===== src/rtl/sdram_line_reader.sv =====
// Avalon-MM burst-less line reader: streams word_count SDRAM words into a show-ahead FIFO.
// Optional underrun counter port enabled by defining SDRAM_READER_UNDERRUN_CNT_EN.
module sdram_line_reader #(
  parameter int FIFO_DEPTH = 16
) (
  input  logic        clk_clk,
  input  logic        reset_reset,
  input  logic        start,
  input  logic [24:0] base_addr,
  input  logic [15:0] word_count,
  output logic        busy,
  output logic        done,
  output logic [24:0] sdram_address,
  output logic        sdram_chipselect,
  output logic        sdram_read_n,
  output logic        sdram_write_n,
  output logic [1:0]  sdram_byteenable_n,
  output logic [15:0] sdram_writedata,
  input  logic [15:0] sdram_readdata,
  input  logic        sdram_readdatavalid,
  input  logic        sdram_waitrequest,
  output logic [15:0] pix_data,
  output logic        pix_valid,
  input  logic        pix_ready
`ifdef SDRAM_READER_UNDERRUN_CNT_EN
  ,
  output logic [15:0] underrun_count
`endif
);

  localparam int AW = $clog2(FIFO_DEPTH);
  localparam int CW = AW + 1;

  typedef enum logic [1:0] {
    IDLE,
    ISSUE,
    DRAIN
  } state_t;

  state_t state, state_nx;

  logic          rd_req, rd_req_nx;
  logic [24:0]   addr;
  logic [15:0]   remaining;
  logic [CW-1:0] outstanding, outstanding_nx;
  logic [CW-1:0] fifo_count, fifo_count_nx;
  logic [AW-1:0] wr_ptr, rd_ptr;
  logic [15:0]   mem [FIFO_DEPTH];
  logic          start_ok, accept, last_accept;
  logic          push, pop, room;

  assign start_ok    = (state == IDLE) && start;
  assign accept      = rd_req && !sdram_waitrequest;
  assign last_accept = accept && (remaining == 16'd1);
  // Responses with nothing in flight (e.g. after a reset) are discarded.
  assign push = sdram_readdatavalid && (state != IDLE)
             && (outstanding != '0);
  assign pop  = pix_valid && pix_ready;

  always_comb begin
    outstanding_nx = outstanding;
    if (accept && !push)
      outstanding_nx = outstanding + CW'(1);
    else if (!accept && push)
      outstanding_nx = outstanding - CW'(1);
  end

  always_comb begin
    fifo_count_nx = fifo_count;
    if (push && !pop)
      fifo_count_nx = fifo_count + CW'(1);
    else if (!push && pop)
      fifo_count_nx = fifo_count - CW'(1);
  end

  // Credit looks at next-cycle counts so a registered read_n never overfills.
  assign room = ({1'b0, outstanding_nx} + {1'b0, fifo_count_nx})
              < (CW+1)'(FIFO_DEPTH);

  always_ff @(posedge clk_clk or posedge reset_reset) begin
    if (reset_reset) state <= IDLE;
    else             state <= state_nx;
  end

  always_comb begin
    state_nx  = state;
    rd_req_nx = 1'b0;
    unique case (state)
      IDLE: begin
        if (start) begin
          state_nx  = (word_count != 16'd0) ? ISSUE : DRAIN;
          rd_req_nx = (word_count != 16'd0);
        end
      end
      ISSUE: begin
        if (rd_req && sdram_waitrequest) begin
          rd_req_nx = 1'b1;
        end else begin
          rd_req_nx = !last_accept && room;
        end
        if (last_accept) state_nx = DRAIN;
      end
      DRAIN: begin
        if (outstanding == '0 && fifo_count == '0)
          state_nx = IDLE;
      end
      default: state_nx = IDLE;
    endcase
  end

  always_ff @(posedge clk_clk or posedge reset_reset) begin
    if (reset_reset) begin
      rd_req      <= 1'b0;
      addr        <= '0;
      remaining   <= '0;
      outstanding <= '0;
      fifo_count  <= '0;
      wr_ptr      <= '0;
      rd_ptr      <= '0;
    end else begin
      rd_req      <= rd_req_nx;
      outstanding <= outstanding_nx;
      fifo_count  <= fifo_count_nx;
      if (start_ok) begin
        addr      <= base_addr;
        remaining <= word_count;
      end else if (accept) begin
        addr      <= addr + 25'd1;
        remaining <= remaining - 16'd1;
      end
      if (push) wr_ptr <= wr_ptr + AW'(1);
      if (pop)  rd_ptr <= rd_ptr + AW'(1);
    end
  end

  always_ff @(posedge clk_clk) begin
    if (push) mem[wr_ptr] <= sdram_readdata;
  end

  assign pix_valid = (fifo_count != '0);
  assign pix_data  = pix_valid ? mem[rd_ptr] : 16'd0;

  assign busy = (state != IDLE);
  assign done = (state == DRAIN) && (outstanding == '0)
             && (fifo_count == '0);

  assign sdram_address      = addr;
  assign sdram_chipselect   = rd_req;
  assign sdram_read_n       = !rd_req;
  assign sdram_write_n      = 1'b1;
  assign sdram_byteenable_n = 2'b00;
  assign sdram_writedata    = 16'd0;

`ifdef SDRAM_READER_UNDERRUN_CNT_EN
  always_ff @(posedge clk_clk or posedge reset_reset) begin
    if (reset_reset)
      underrun_count <= '0;
    else if (start_ok)
      underrun_count <= '0;
    else if (busy && pix_ready && !pix_valid
             && underrun_count != 16'hFFFF)
      underrun_count <= underrun_count + 16'd1;
  end
`endif

endmodule


===== config.mk =====
export PLATFORM = sky130hd
export DESIGN_NAME = sdram_line_reader
export DESIGN_NICKNAME = d
export VERILOG_FILES = /design/src/rtl/sdram_line_reader.sv
export SDC_FILE = /design/constraint.sdc
export NUM_CORES = 1
export LEC_CHECK = 0
export CORE_MARGIN = 5
export CORE_UTILIZATION = 30
export CTS_CLUSTER_SIZE = 40
export DETAILED_ROUTE_END_ITERATION = 10
export PLACE_DENSITY = 0.48
export SYNTH_ARGS = -nofsm -noshare
export SYNTH_HDL_FRONTEND = slang
export SYNTH_SLANG_ARGS = --single-unit
export TNS_END_PERCENT = 50

===== constraint.sdc =====
create_clock -name clk_clk -period 9.3 [get_ports clk_clk]
set_clock_uncertainty 0.2 [all_clocks]
set_input_delay 0.93 -clock clk_clk [delete_from_list [all_inputs] [get_ports clk_clk]]
set_output_delay 0.93 -clock clk_clk [all_outputs]
set_load 0.1 [all_outputs]

==> impl_metrics.json, run 1 <==
{
  "core-area_um2": 44410,
  "worstMarginPinSlew_ns": 1.015,
  "relSlewSlack": 0.3212,
  "finalHoldViolations": 0,
  "hold_buffers": 0,
  "synth_area_leaders": "edfxtp_1 57%, mux4_2 13%, dfrtp_1 11%",
  "ys.warnings.count": 0,
  "io_pins": 128,
  "worst-r2r-setup-slack_ns": 5.43,
  "rsz0062_at_grt": "no",
  "syn-instance-count": 807,
  "cts_max_path_buffers": 3,
  "place.gp.congestion": 0.7165,
  "synth_cell_type_count": 50,
  "post-route-util": 0.3705,
  "cts-root-buf": "clkbuf_16",
  "synth_commonest_cells": "256 x edfxtp_1, 80 x mux4_2, 67 x nand2_1, 62 x dfrtp_1, 41 x o21ai_1",
  "grt_pass1_wl_mm": 50.31,
  "drc": 0,
  "syn_avg_cell_area_um2": 16.78,
  "die_h_um": 222.4,
  "grt_remaining_overflow": 0,
  "grt_max_degree": 63,
  "nFillCells": 4190,
  "use_met2": 0.2205,
  "synth-seq-area-share": 0.6824,
  "design_area_um2": 16450,
  "routed_via_density": 4.699,
  "async_reset_ff_frac": 0.1950,
  "maxSlewViolCount": 0,
  "crit_path_end_kind": "output port",
  "min_period_ns": 5.493,
  "gr-usage-met1": 0.1724,
  "drt-pass1-iter-count": 6,
  "fin_nets": 1021,
  "synth.cell_area_um2": 13540,
  "tritoncts": "built",
  "report.power.total_mw": 5.709,
  "clk_latency_ns": 0.54,
  "postCtsResizedCells": 0,
  "ir_worst_vdd_mv": 0.2558,
  "grt_antenna_before_repair": 3,
  "status": "complete, no violations",
  "ys_ff_latch": 318,
  "busiest_layer": "met2",
  "numPortBuffers": 108,
  "hp-class": "flop to flop",
  "timing.max_cap.violations": 0,
  "post_cts_buffers": 0,
  "fin_crit_sh": 0.5906,
  "dieWidth_um": 222.4,
  "synth_most_common_cell": "edfxtp_1",
  "synth-edff-count": 256,
  "crit_fanout": 47,
  "layout-drive-gt1-share": 0.1641,
  "crit_type": "flop to output port",
  "via_count": 7340,
  "finalSetupTns_ns": 0,
  "wl_mm": 32.63,
  "p_leak_nw": 5.453,
  "synth_top_area_frac": 0.5678,
  "clk_pin_slew_ns": 0.06,
  "final_antenna_net_count": 0,
  "dieArea_um2": 49480,
  "powerDensity_nw_per_um2": 347.0,
  "synth_top_flop_cell": "edfxtp_1",
  "drtIter0Drc": 526,
  "met3_usage": 0.03220,
  "grt_usage": 0.1323,
  "fmax_mhz": 182.1,
  "initial_core_util": 0.3048,
  "postPlaceCellArea_um2": 15300,
  "wire_per_inst_um": 20.89,
  "setup_viol": 0,
  "h-tree-depth": 2,
  "cts_buffers": 37,
  "areaGrowthSynthToFinish_pct": 21.52,
  "arrival_ns": 4.36,
  "start_kind": "flop",
  "required_ns": 8.17,
  "cts.sinks": 318,
  "rows": 77,
  "grt_pass1_vias": 8024,
  "hpwlAfterDp_mm": 19.64,
  "yosysTopAreaCell": "edfxtp_1"
}
-- area by class of cell --
class / count / area (um2) / share of cell area
Antenna cell: 1 / 2.502 / 0.0001521
Sequential cell: 318 / 9244 / 0.5618
Multi-Input combinational cell: 437 / 3996 / 0.2429
Timing Repair Buffer: 132 / 1261 / 0.07665
Clock inverter: 20 / 167.7 / 0.01019
Inverter: 16 / 60.06 / 0.003650
Clock buffer: 46 / 980.9 / 0.05962
Tap cell: 592 / 740.7 / 0.04502
-- state kept, by name, indices dropped and copies added (netlist names) --
| name | count |
|---|---|
| remaining | 16 |
| sdram_chipselect | 1 |
| mem | 256 |
| fifo_count | 5 |
| wr_ptr | 4 |
| state | 2 |
| outstanding | 5 |
| sdram_address | 25 |
| rd_ptr | 4 |
-- layer usage --
layer,routed length (um),share of wire,vias to the layer above
met5,27,0.00083,-
met4,689,0.021,4
met3,1848,0.057,47
met2,15860,0.49,178
met1,14200,0.44,3734
li1,-,-,3377
-- logic make-up after synthesis --
kind of cell,count (synthesis),share of synthesized area
xor+xnor,53,0.03429
fa+ha+maj,17,0.01553
mux,83,0.1353
buf+inv,69,0.02726
other cells,2,0.0005547
compound gates,66,0.02735
flops,318,0.6824
simple gates,199,0.07735
-- layout by cell type, fill, tap and decap left out, types with 11 or more instances in the layout --
cell and instances:
conb_1 19, buf_4 24, nor2_1 20, o21ai_1 41
ha_1 16, xnor2_1 39, clkbuf_16 38, mux4_2 80
nand3_1 13, dfrtp_1 60, nand4_1 12, nor3_1 15
nand2_1 67, clkdlybuf4s50_1 108, inv_1 14, xor2_1 14
and2_1 29, edfxtp_1 256, nor4_1 11
-- stage by stage --
| stage | worst slack (ns) | instances | hold slack (ns) |
|---|---|---|---|
| finish | 3.807 | 1562 | 0.3599 |
| global route | 3.548 | 1561 | 0.3846 |
| CTS | 3.683 | 1561 | 0.3541 |
| detailed placement | 4.280 | 1495 | 0.3434 |
| global placement | 4.293 | 1495 | 0.3315 |
| floorplan | 4.836 | 824 | 0.3055 |
-- worst paths after layout --
kind,startpoint,end,cells after the start
worst max-delay path,rd_ptr[0]$_DFFE_PP0P_,pix_data[14],5
worst min-delay path,remaining[1]$_DFFE_PP0P_,remaining[1]$_DFFE_PP0P_,2
worst max register to register,outstanding[1]$_DFF_PP0_,sdram_chipselect$_DFF_PP0_,13
worst min register to register,remaining[1]$_DFFE_PP0P_,remaining[1]$_DFFE_PP0P_,2
max in group asynchronous,reset_reset,rd_ptr[0]$_DFFE_PP0P_,3
min in group asynchronous,reset_reset,sdram_address[10]$_DFFE_PP0P_,3
-- power by group --
group / internal (mW) / switching, mW / leakage [nW] / total, mW
Combinational: 0.821 / 1.55 / 1.83 / 2.37
Sequential: 1.76 / 0.201 / 3.06 / 1.96
Clock: 0.808 / 0.574 / 0.560 / 1.38
-- worst max-delay path, cell delays in order (launching register included) --
cell and delay [ns]:
dfrtp_4 0.70, buf_4 0.81, mux4_2 0.59, mux4_2 0.48
and2_1 0.19, clkdlybuf4s50_1 0.98
No activity file was read; power rests on OpenSTA's default activity.
==> inputs of run 2 (changes only) <==
--- a/config.mk
+++ b/config.mk
@@ -9,7 +9,7 @@
 export CORE_UTILIZATION = 30
 export CTS_CLUSTER_SIZE = 40
 export DETAILED_ROUTE_END_ITERATION = 10
-export PLACE_DENSITY = 0.48
+export PLACE_DENSITY = 0.5
 export SYNTH_ARGS = -nofsm -noshare
 export SYNTH_HDL_FRONTEND = slang
 export SYNTH_SLANG_ARGS = --single-unit
==> constraint.sdc (replaced) <==
create_clock -name clk_clk -period 4.8 [get_ports clk_clk]
set_clock_uncertainty 0.2 [all_clocks]
set_input_delay 0.48 -clock clk_clk [delete_from_list [all_inputs] [get_ports clk_clk]]
set_output_delay 0.48 -clock clk_clk [all_outputs]
set_load 0.1 [all_outputs]
==> run 2 against run 1 <==
- via count increased by 0.31%
- first-iteration DRC count down 9.7%
- combinational power is 92% higher
- sequential cell count did not move
- clock-buffer cell count decreased by 2
==> impl_metrics.json, run 2 (synthesized netlist as in run 1, its figures left out) <==
{
  "tritoncts": "built",
  "switching_share": 0.4096,
  "cts.sinks": 318,
  "via_count": 7363,
  "finalHoldViolations": 0,
  "finalSetupTns_ns": 0,
  "cts_buffers": 36,
  "pwr-share-clk": 0.230,
  "worstMarginPinSlew_ns": 1.014,
  "h-tree-depth": 2,
  "grt_pass1_wl_mm": 48.07,
  "fin_nets": 1025,
  "hold_buffers": 0,
  "start_kind": "flop",
  "grt_antenna_before_repair": 2,
  "rows": 77,
  "grt_remaining_overflow": 0,
  "drt-pass1-iter-count": 4,
  "fin_crit_sh": 0.8805,
  "setup_viol": 0,
  "clk_latency_ns": 0.53,
  "switchingPower_mw": 4.441,
  "die_h_um": 222.4,
  "critPathMaxStageDelay_ns": 0.98,
  "post_cts_buffers": 0,
  "io_pins": 128,
  "p_int_mw": 6.403,
  "grt_max_degree": 54,
  "layout-drive-gt1-share": 0.1773,
  "largest_reg_flops": 256,
  "hpwlAfterDp_mm": 19.44,
  "core-area_um2": 44410,
  "min_period_ns": 4.227,
  "drc": 0,
  "sequentialPowerShare": 0.351,
  "powerDensity_nw_per_um2": 662.8,
  "status": "complete, no violations",
  "report.power.total_mw": 10.84,
  "fmax_mhz": 236.6,
  "layout_common_cells": "256 x edfxtp_1, 95 x clkdlybuf4s50_1, 80 x mux4_2",
  "worst_path_max_delay_cell": "clkdlybuf4s50_1",
  "crit_path_end_kind": "output port",
  "wl_mm": 31.05,
  "combinationalPowerShare": 0.418,
  "grt_pass1_vias": 7778,
  "clk_pin_slew_ns": 0.06,
  "relSlewSlack": 0.3219,
  "required_ns": 4.12,
  "ir_worst_vdd_mv": 0.4405,
  "maxSlewViolCount": 0,
  "post-route-util": 0.3684,
  "initial_core_util": 0.3048,
  "place.gp.congestion": 0.7582,
  "areaGrowthSynthToFinish_pct": 20.84,
  "rsz0062_at_grt": "no",
  "drtIter0Drc": 475,
  "final_common_cell": "edfxtp_1",
  "grt_usage": 0.1253,
  "design_area_um2": 16360,
  "cp_common_cell": "mux4_2",
  "nFillCells": 4210,
  "cts-root-buf": "clkbuf_16",
  "arrival_ns": 3.55,
  "crit_type": "flop to output port",
  "p_leak_nw": 5.436,
  "path_cells": "mux4_2 -> mux4_2 -> and2_1 -> clkdlybuf4s50_1",
  "routed_via_density": 4.714,
  "largest_register": "mem",
  "hp-class": "primary input to async pin",
  "timing.max_cap.violations": 0,
  "final_antenna_net_count": 0,
  "postPlaceCellArea_um2": 15310,
  "dieWidth_um": 222.4,
  "postCtsResizedCells": 0,
  "antenna_cells": 0,
  "path_buf_inv": 1,
  "cpLargestDelayFamily": "multiplexers",
  "dieArea_um2": 49480,
  "cts_max_path_buffers": 3,
  "numPortBuffers": 108,
  "wire_per_inst_um": 19.88,
  "crit_fanout": 29
}
## run 2: path summary, 6_finish.rpt
| check | startpoint | to | cells after the start | slack, ns |
|---|---|---|---|---|
| max in group asynchronous | reset_reset | sdram_address[16]$_DFFE_PP0P_ | 3 | 3.42 |
| min in group clk_clk | base_addr[22] | sdram_address[22]$_DFFE_PP0P_ | 3 | 0.28 |
| setup reg to reg | outstanding[1]$_DFF_PP0_ | sdram_chipselect$_DFF_PP0_ | 13 | 1.09 |
| setup / recovery | rd_ptr[0]$_DFFE_PP0P_ | pix_data[15] | 4 | 0.57 |
| hold / removal | reset_reset | sdram_address[7]$_DFFE_PP0P_ | 2 | 0.22 |
| hold reg to reg | remaining[1]$_DFFE_PP0P_ | remaining[1]$_DFFE_PP0P_ | 2 | 0.34 |
## run 2: routing by layer
metal | wire length, um | global-route usage | up-vias
li1 | - | - | 3379
met1 | 14250 | 0.1716 | 3788
met2 | 14370 | 0.1957 | 142
met3 | 1639 | 0.03656 | 50
met4 | 766 | 0.03577 | 4
met5 | 21 | 0 | -
## run 2: final cells by class
class | count | area (um2) | area share
Inverter | 16 | 60.06 | 0.003671
Clock inverter | 18 | 122.6 | 0.007495
Timing Repair Buffer | 137 | 1266 | 0.07739
Multi-Input combinational cell | 437 | 3996 | 0.2443
Sequential cell | 318 | 9244 | 0.5650
Tap cell | 592 | 740.7 | 0.04527
Clock buffer | 44 | 930.9 | 0.05690
## run 2: power by group through the flow
| stage | Combinational (mW) | Clock [mW] | Sequential [mW] |
|---|---|---|---|
| 6_report | 4.54 | 2.50 | 3.81 |
| 5_1_grt | 4.81 | 2.70 | 3.89 |
| 4_1_cts | 4.62 | 2.59 | 3.82 |
| 3_5_place_dp | 4.62 | 0 | 3.87 |
| 3_3_place_gp | 4.59 | 0 | 3.87 |
| 2_1_floorplan | 3.16 | 0 | 4.19 |
## run 2: through the flow
stage / cells / hold slack, ns / worst slack, ns
final: 1562 / 0.2217 / 0.5734
after global routing: 1562 / 0.2754 / 0.4034
after CTS: 1562 / 0.2379 / 0.4702
after detailed placement: 1500 / 0.3374 / 0.9787
after global placement: 1500 / 0.3284 / 1.047
after floorplan: 824 / 0.3055 / 0.7856
==> RTL change (settings of run 1) <==
The 3 states of `state_t` get a one-hot encoding in 3 bits.
--- a/src/rtl/sdram_line_reader.sv
+++ b/src/rtl/sdram_line_reader.sv
@@ -31,10 +31,10 @@
   localparam int AW = $clog2(FIFO_DEPTH);
   localparam int CW = AW + 1;
 
-  typedef enum logic [1:0] {
-    IDLE,
-    ISSUE,
-    DRAIN
+  typedef enum logic [2:0] {
+    IDLE  = 3'b001,
+    ISSUE = 3'b010,
+    DRAIN = 3'b100
   } state_t;
 
   state_t state, state_nx;
Function: same outputs for any inputs over 4 cycles, from zero or initial values and one cycle with reset_reset high; so few cycles prove little.
==> RTL change against run 1 <==
  * Combinational power grew 9.7%
  * Final area grew 0.97%
  * Routed wire length grew 0.82%
  * Sequential cell count grew 1
  * Setup slack lost 51 ps
  * Count of clock-buffer cells in the layout grew 4
  * Total power grew 5.6%
  * Synthesized area grew 0.47%
  * Critical endpoint unchanged
  * Largest cell class unchanged
  * Largest power group unchanged
==> RTL change: results (changes against run 1) <==
yosys:
  synth.distinct_cells: 52  # was 50
  synth_seq_area_share_pct: 68.11  # was 68.24%
  synth_common_cells: "256 x edfxtp_1, 80 x mux4_2, 65 x nand2_1"  # was 256 x edfxtp_1, 80 x mux4_2, 67 x nand2_1
  synth_mux_area_share_pct: 13.54  # was 13.53%
  synthXorXnorAreaFrac_pct: 3.403  # was 3.429%
  synth_fa_ha_area_share_pct: 1.472  # was 1.553%
  postSynth.asyncResetShare_pct: 19.75  # was 19.50%
  synth-compound-area-share_pct: 2.741  # was 2.735%
worst_setup_path:
  cp_max_fo: 39  # was 47
cells_and_area:
  antenna_cells: 0  # was 1
  nets: 1026  # was 1021
  layout-drive-gt1-share_pct: 17.21  # was 16.41%
routing:
  dr.pass1.iters: 4  # was 6
  wl_per_cell_um: 20.88  # was 20.89 um
  drt-initial-drc-count: 552  # was 526
global_route:
  antenna_found_initial: 1  # was 3
  grt_pass1_vias: 7799  # was 8024
  grt_pass1_wl_um: 49960  # was 50310 um
  grt.total_usage_pct: 13.22  # was 13.23%
power_and_ir_drop:
  vdd_drop_max_uv: 376.7  # was 255.8 uV
  swShare_pct: 42.23  # was 40.63%
place:
  dp_slack_ps: 4224  # was 4280 ps
  dp_hpwl_um: 20060  # was 19640 um
status:
  status: "finished, final reports clean"  # unchanged
sta:
  worst_pin_slew_ps: 1073  # was 1015 ps
RTL change: power by group through the flow:
stage	logic (W)	clock network (W)	registers [W]
after global routing	0.00275	0.00157	0.00201
after global placement	0.00262	0	0.00200
final	0.00260	0.00146	0.00197
after floorplan	0.00169	0	0.00230
after detailed placement	0.00263	0	0.00200
after CTS	0.00264	0.00151	0.00197
RTL change: per-layer routing:
| layer | vias to the layer above | part of all wire [%] | GRT usage, % |
|---|---|---|---|
| li1 | 3395 | - | - |
| met1 | 3766 | 46 | 18.51 |
| met2 | 181 | 46 | 20.91 |
| met3 | 48 | 5.6 | 2.934 |
| met4 | 0 | 2.1 | 3.696 |
| met5 | - | 0 | 0 |
RTL change: cell families (layout without fill, tap and decap cells):
| kind of cell | after synthesis | after routing |
|---|---|---|
| flip-flops | 319 | 319 |
| AND/OR/NAND/NOR | 204 | 204 |
| multiplexers | 84 | 84 |
| buffers and inverters | 70 | 215 |
| AO/OA/AOI/OAI | 67 | 67 |
| XOR/XNOR | 52 | 52 |
| adder cells (fa/ha/maj) | 16 | 16 |
| other | 2 | 19 |
RTL change: layout make-up:
cell class                      instances  area [um^2]
Clock buffer                           50        974.7
Clock inverter                         18        247.7
Fill cell                            4266        28470
Inverter                               15        56.30
Multi-Input combinational cell        442         4053
Sequential cell                       319         9270
Tap cell                              600        750.7
Timing Repair Buffer                  132         1261
RTL change: final timing paths:
path,slack (ps),startpoint,depth (start not counted),to
setup reg to reg,5360,fifo_count[0],12,sdram_chipselect
hold / removal,340,wr_ptr[3],1,wr_ptr[3]
min in group asynchronous,770,reset_reset,3,sdram_address[13]
max in group asynchronous,7480,reset_reset,3,rd_ptr[0]
setup / recovery,3760,rd_ptr[0],5,pix_data[14]
hold reg to reg,340,wr_ptr[3],1,wr_ptr[3]
RTL change: worst reg2reg max path, stage by stage (launching register included):
cell       delay, ps
dfrtp_1          450
inv_1             90
ha_1             190
or4b_1           690
buf_4            330
nand2_1          220
nor4_1            80
a21oi_1          190
xnor2_1          180
ha_1             290
a2111oi_0        580
nand2_1          110
o311ai_1         270
RTL change: per-stage QoR:
stage	instance area [um^2]	utilization, %	cells
finish	16610	36.85	1576
global route	16610	36.85	1576
CTS	16610	36.85	1576
detailed placement	15390	34.14	1508
global placement	15390	34.14	1508
floorplan	13670	-	831
